**config.mk**
```make
export PLATFORM = sky130hd
export DESIGN_NAME = reg_ce_rr_arbiter
export DESIGN_NICKNAME = d
export VERILOG_FILES = /design/src/rtl/reg_ce_rr_arbiter.sv
export SDC_FILE = /design/constraint.sdc
export NUM_CORES = 1
export LEC_CHECK = 0
export BUFFER_PORTS_ARGS = -buffer_cell sky130_fd_sc_hd__buf_4
export CAP_MARGIN = 25
export CORE_MARGIN = 2
export CORE_UTILIZATION = 48
export CTS_CLUSTER_SIZE = 16
export DETAILED_ROUTE_END_ITERATION = 10
export PLACE_DENSITY = 0.81
export SLEW_MARGIN = 0
export SYNTH_ARGS = -nofsm -noshare
export SYNTH_HDL_FRONTEND = slang
export SYNTH_SLANG_ARGS = --single-unit
```
**constraint.sdc**
```tcl
create_clock -name CLK -period 2.6 [get_ports CLK]
set_clock_uncertainty 0.15 [all_clocks]
set_input_delay 0.26 -clock CLK [delete_from_list [all_inputs] [get_ports CLK]]
set_output_delay 0.26 -clock CLK [all_outputs]
set_load 0.01 [all_outputs]
```
**src/rtl/reg_ce_rr_arbiter.sv**
```systemverilog
// ---------------------------------------------------------------------------
// reg_ce_rr_arbiter
//
// Purpose:
//   One clock-enabled storage register shared by NREQ producers. A round-robin
//   arbiter picks an owner. The owner may write up to MAX_BURST consecutive
//   words before ownership rotates. Only the accepted word loads the register.
//
// Ports:
//   CLK         rising-edge clock
//   ASYNCRESET  asynchronous active-high reset
//   ReqValid    [NREQ]        requester i presents a word
//   ReqData     [NREQ*WIDTH]  requester i word at [i*WIDTH +: WIDTH]
//   ReqReady    [NREQ]        word from requester i accepted this cycle
//                             (combinational, at most one bit set)
//   Out0        [WIDTH]       shared register contents
//   OutValid                  Out0 was loaded on the previous edge
//   OutOwner    [OW]          requester whose word is currently in Out0
//   Busy                      an owner currently holds a burst
// ---------------------------------------------------------------------------
module reg_ce_rr_arbiter #(
    parameter int  WIDTH     = 16,
    parameter int  NREQ      = 4,
    parameter int  MAX_BURST = 4,
    localparam int OW        = $clog2(NREQ)
) (
    input  logic                  CLK,
    input  logic                  ASYNCRESET,
    input  logic [NREQ-1:0]       ReqValid,
    input  logic [NREQ*WIDTH-1:0] ReqData,
    output logic [NREQ-1:0]       ReqReady,
    output logic [WIDTH-1:0]      Out0,
    output logic                  OutValid,
    output logic [OW-1:0]         OutOwner,
    output logic                  Busy
);

    localparam int BW = $clog2(MAX_BURST + 1);

    typedef enum logic {
        IDLE = 1'b0,
        OWN  = 1'b1
    } state_t;

    state_t           state_q, state_d;
    logic [OW-1:0]    rr_ptr_q, rr_ptr_d;
    logic [OW-1:0]    owner_q, owner_d;
    logic [BW-1:0]    burst_cnt_q, burst_cnt_d;
    logic [WIDTH-1:0] out0_q, out0_d;
    logic             out_valid_q, out_valid_d;
    logic [OW-1:0]    out_owner_q, out_owner_d;

    logic [WIDTH-1:0] req_word [NREQ];
    logic [NREQ-1:0]  ready_raw;
    logic [OW-1:0]    sel;
    logic [OW-1:0]    search_idx;
    logic             search_hit;
    logic             acc;
    logic [BW:0]      burst_inc;

    genvar gi;
    generate
        for (gi = 0; gi < NREQ; gi++) begin : g_unpack
            assign req_word[gi] = ReqData[gi*WIDTH +: WIDTH];
        end
    endgenerate

    // Index + 1 modulo NREQ (NREQ need not be a power of two).
    function automatic logic [OW-1:0] wrap_inc(input logic [OW-1:0] idx);
        logic [OW:0] nxt;
        nxt = {1'b0, idx} + (OW+1)'(1);
        if (nxt >= (OW+1)'(NREQ)) begin
            nxt = '0;
        end
        return nxt[OW-1:0];
    endfunction

    // Round-robin search: first valid requester starting at rr_ptr_q.
    always_comb begin
        logic [OW:0] cand;
        search_hit = 1'b0;
        search_idx = '0;
        cand       = '0;
        for (int k = 0; k < NREQ; k++) begin
            cand = {1'b0, rr_ptr_q} + (OW+1)'(k);
            if (cand >= (OW+1)'(NREQ)) begin
                cand = cand - (OW+1)'(NREQ);
            end
            if (!search_hit && ReqValid[cand[OW-1:0]]) begin
                search_hit = 1'b1;
                search_idx = cand[OW-1:0];
            end
        end
    end

    // Next-state, grant and register-load logic.
    always_comb begin
        state_d     = state_q;
        rr_ptr_d    = rr_ptr_q;
        owner_d     = owner_q;
        burst_cnt_d = burst_cnt_q;
        ready_raw   = '0;
        sel         = owner_q;
        acc         = 1'b0;
        burst_inc   = {1'b0, burst_cnt_q} + (BW+1)'(1);

        case (state_q)
            IDLE: begin
                if (search_hit) begin
                    sel                 = search_idx;
                    ready_raw[sel]      = 1'b1;
                    acc                 = 1'b1;
                    owner_d             = search_idx;
                    burst_cnt_d         = BW'(1);
                    if (MAX_BURST == 1) begin
                        // Single-word bursts: rotate right away, never own.
                        rr_ptr_d = wrap_inc(search_idx);
                    end else begin
                        state_d = OWN;
                    end
                end
            end
            OWN: begin
                sel                = owner_q;
                ready_raw[owner_q] = ReqValid[owner_q];
                if (ReqValid[owner_q]) begin
                    acc = 1'b1;
                    if (burst_inc == (BW+1)'(MAX_BURST)) begin
                        state_d     = IDLE;
                        rr_ptr_d    = wrap_inc(owner_q);
                        burst_cnt_d = '0;
                    end else begin
                        burst_cnt_d = burst_inc[BW-1:0];
                    end
                end else begin
                    // Owner went quiet: give up the rest of the burst.
                    state_d     = IDLE;
                    rr_ptr_d    = wrap_inc(owner_q);
                    burst_cnt_d = '0;
                end
            end
            default: begin
                state_d = IDLE;
            end
        endcase

        out0_d      = acc ? req_word[sel] : out0_q;
        out_owner_d = acc ? sel : out_owner_q;
        out_valid_d = acc;
    end

    always_ff @(posedge CLK or posedge ASYNCRESET) begin
        if (ASYNCRESET) begin
            state_q     <= IDLE;
            rr_ptr_q    <= '0;
            owner_q     <= '0;
            burst_cnt_q <= '0;
            out0_q      <= '0;
            out_valid_q <= 1'b0;
            out_owner_q <= '0;
        end else begin
            state_q     <= state_d;
            rr_ptr_q    <= rr_ptr_d;
            owner_q     <= owner_d;
            burst_cnt_q <= burst_cnt_d;
            out0_q      <= out0_d;
            out_valid_q <= out_valid_d;
            out_owner_q <= out_owner_d;
        end
    end

    // Grants are suppressed while reset is held, even though IDLE would
    // otherwise grant combinationally.
    assign ReqReady = ASYNCRESET ? '0 : ready_raw;
    assign Out0     = out0_q;
    assign OutValid = out_valid_q;
    assign OutOwner = out_owner_q;
    assign Busy     = (state_q == OWN);

endmodule
```
==> flow_metrics.tcl <==
set metrics [dict create \
    vias 1983 \
    min_to "Out0[12]$_DFFE_PP0P_" \
    synth_area_leaders "dfrtp_1 (32%), a2111oi_4 (12%), mux2i_1 (8.0%)" \
    numCtsBuffers 3 \
    ir_drop_v 0.000621 \
    die-area_um2 4960 \
    worst_pin_slew_ps 743 \
    dpl.cell_count 347 \
    crit_fanout 17 \
    antenna_cells 0 \
    path_class "input pin to primary output" \
    ys_seq_elements 27 \
    cts_buffer_depth 2 \
    min_period_over_period_pct 96.5 \
    die_w_um 70.4 \
    synth-main-ff-cell "dfrtp_1" \
    ff2ff_path_depth 5 \
    routedWlPerCell_um 15.6 \
    initial_core_util_pct 49.3 \
    synth.most_common_cell "dfrtp_1" \
    dieHeight_um 70.4 \
    min_delay_path_depth 3 \
    grt_usage_pct 23.2 \
    final_nets 377 \
    pin_count 94 \
    p_total_mw 3.29 \
    htreeDepth 1 \
    antenna_found_initial 0 \
    setup_viol 0 \
    synth_common_cells "dfrtp_1 (27), nor2_1 (25), inv_1 (23)" \
    synthArstFlopShare_pct 100 \
    first_iter_violations 92 \
    area_delta_synth_final_pct 37.4 \
    yosysUniqueCellTypes 39 \
    rows 24 \
    grt_max_degree 28 \
    grt_pass1_wl_um 9320 \
    finalSetupTns_ps 0 \
    place_congestion 0.851 \
    period_minus_slack_ps 2510 \
    grt_pass1_vias 1978 \
    avgSynthCellArea_um2 10.1 \
    crit_chain "buf_4 -> or4_1 -> o211a_1 -> buf_4 -> and3_1 -> a22oi_1 -> nor2_1 -> buf_4" \
    cts_sinks 27 \
    rsz0062_at_grt "no" \
    synth_top_area_share_pct 31.9 \
    yosysWarnings 0 \
    synth_nets 285 \
    fillCellCount 365 \
    cts_tree "done" \
    critPathMaxStageDelay_ps 640 \
    drtPass1Iterations 4 \
    hp-start "ReqData[60]" \
    synth_edf_count 0 \
    hold_viol_final 0 \
    timing.max_cap.violations 0 \
    startpoint_type "input pin" \
    netlist.top_cell.by_area "dfrtp_1" \
    required_ps 2190 \
    finalNonFillerCells 352 \
    reg2reg_from "Busy$_DFF_PP0_" \
    layout-drive-gt1-share_pct 42.7 \
    clock_latency_ps 270 \
    clock.fmax_mhz 398 \
    root_buffer "clkbuf_8" \
    rr_endpoint "Out0[3]$_DFFE_PP0P_" \
    post_cts_buffers 0 \
    finalWirelength_um 5490 \
    syn_area_um2 2120 \
    hpwl_um 4230 \
    drc 0 \
    syn_inst 209 \
    leakage_nw 1.37 \
    endpoint_kind "primary output" \
    cpMaxStageDelayCell "or4_1" \
    cp.arrival_ps 2100 \
    powerDensity_nw_per_um2 1130 \
    avgViaCountPerCell 5.63 \
    finalMaxSlewViolations 0 \
    portBuffers 93 \
    ant_nets 0 \
    maxSlewHeadroom_pct 50.5 \
    core_um2 4290 \
    reg2reg_slack_ps 170 \
    hold_class "input pin to flip-flop" \
    cp_common_cell "buf_4" \
    clk_pin_slew_ps 90 \
    seq_area_frac_synth_pct 31.9 \
    status "completed" \
    overflow 0 \
]
## flip-flops by register name, summed over array words and instances (netlist names)
register and cells:
Out0 16, burst_cnt_q 3, OutOwner 2, owner_q 2, rr_ptr_q 2, Busy 1, OutValid 1
## layer usage
layer  track usage (%)  routed length (µm)  vias up
met3              4.33                 360        4
li1                  -                   -      968
met2              39.7                2750       76
met4              3.42                  19        0
met5                 0                   0        -
met1              30.9                2360      935
## critical path, delay by kind of cell
family | cells | cell delay (ps)
compound gates | 2 | 450
buf+inv | 3 | 480
simple gates | 3 | 910
## through the flow
step                      setup WS, ps  cell area (µm²)  util [%]  hold WS (ps)
after global placement             112             2860      66.5           223
final                             89.7             2910      67.8           171
after floorplan                    218             2120         -           163
after detailed placement          46.7             2860      66.5           232
after CTS                          126             2910      67.8           165
after global routing              3.60             2910      67.8           169
## cell type report
| type | count | area, µm² | share of cell area, % |
|---|---|---|---|
| Multi-Input combinational cell | 139 | 1230 | 42.4 |
| Clock buffer | 3 | 41.3 | 1.42 |
| Tap cell | 52 | 65.1 | 2.23 |
| Inverter | 25 | 98.8 | 3.39 |
| Timing Repair Buffer | 105 | 791 | 27.2 |
| Sequential cell | 27 | 676 | 23.2 |
| Clock inverter | 1 | 5.00 | 0.172 |
## what timing repair did
item	4_1_cts	5_1_grt
hold buffers	1	0
resized for setup	0	0
hold endpoints to repair	27	0
## worst max-delay path by stage
stage | start | end | slack (ps) | cells after the start
floorplan | ReqValid[0] | Out0[0]$_DFFE_PP0P_ | 220 | 10
global placement | ReqValid[0] | Out0[7]$_DFFE_PP0P_ | 110 | 7
detailed placement | ReqValid[0] | Out0[3]$_DFFE_PP0P_ | 50 | 7
CTS | ReqValid[0] | ReqReady[1] | 130 | 8
global route | ReqValid[0] | ReqReady[1] | 4 | 8
finish | ReqValid[0] | ReqReady[3] | 90 | 8
## report_power, final
part | total, mW | internal (mW) | switching [mW]
clock | 0.241 | 0.107 | 0.133
combinational | 2.26 | 1.03 | 1.23
sequential | 0.792 | 0.640 | 0.153
## cells by family (layout without fill, tap and decap cells)
group | count (synthesis) | in the layout | share of synthesized area, %
AO/OA/AOI/OAI | 70 | 70 | 35.0
adder cells (fa/ha/maj) | 6 | 6 | 3.54
buffers and inverters | 43 | 134 | 10.5
flip-flops | 27 | 27 | 31.9
multiplexers | 20 | 20 | 10.2
AND/OR/NAND/NOR | 43 | 43 | 8.98
## placed cells by master, fill, tap and decap left out, drive strengths merged, types with 2 or more instances in the layout
cell     count
nand2        7
mux2i       17
a211oi      17
a2111oi     16
buf        104
a21o         3
mux2         2
a21oi        3
dfrtp       27
a31oi        3
o21ai        2
nor2        25
clkbuf       3
or2          4
nand2b       2
clkinv       2
ha           6
inv         24
and2         2
a22oi        4
a311oi      17
(Power assumes the default switching activity.)
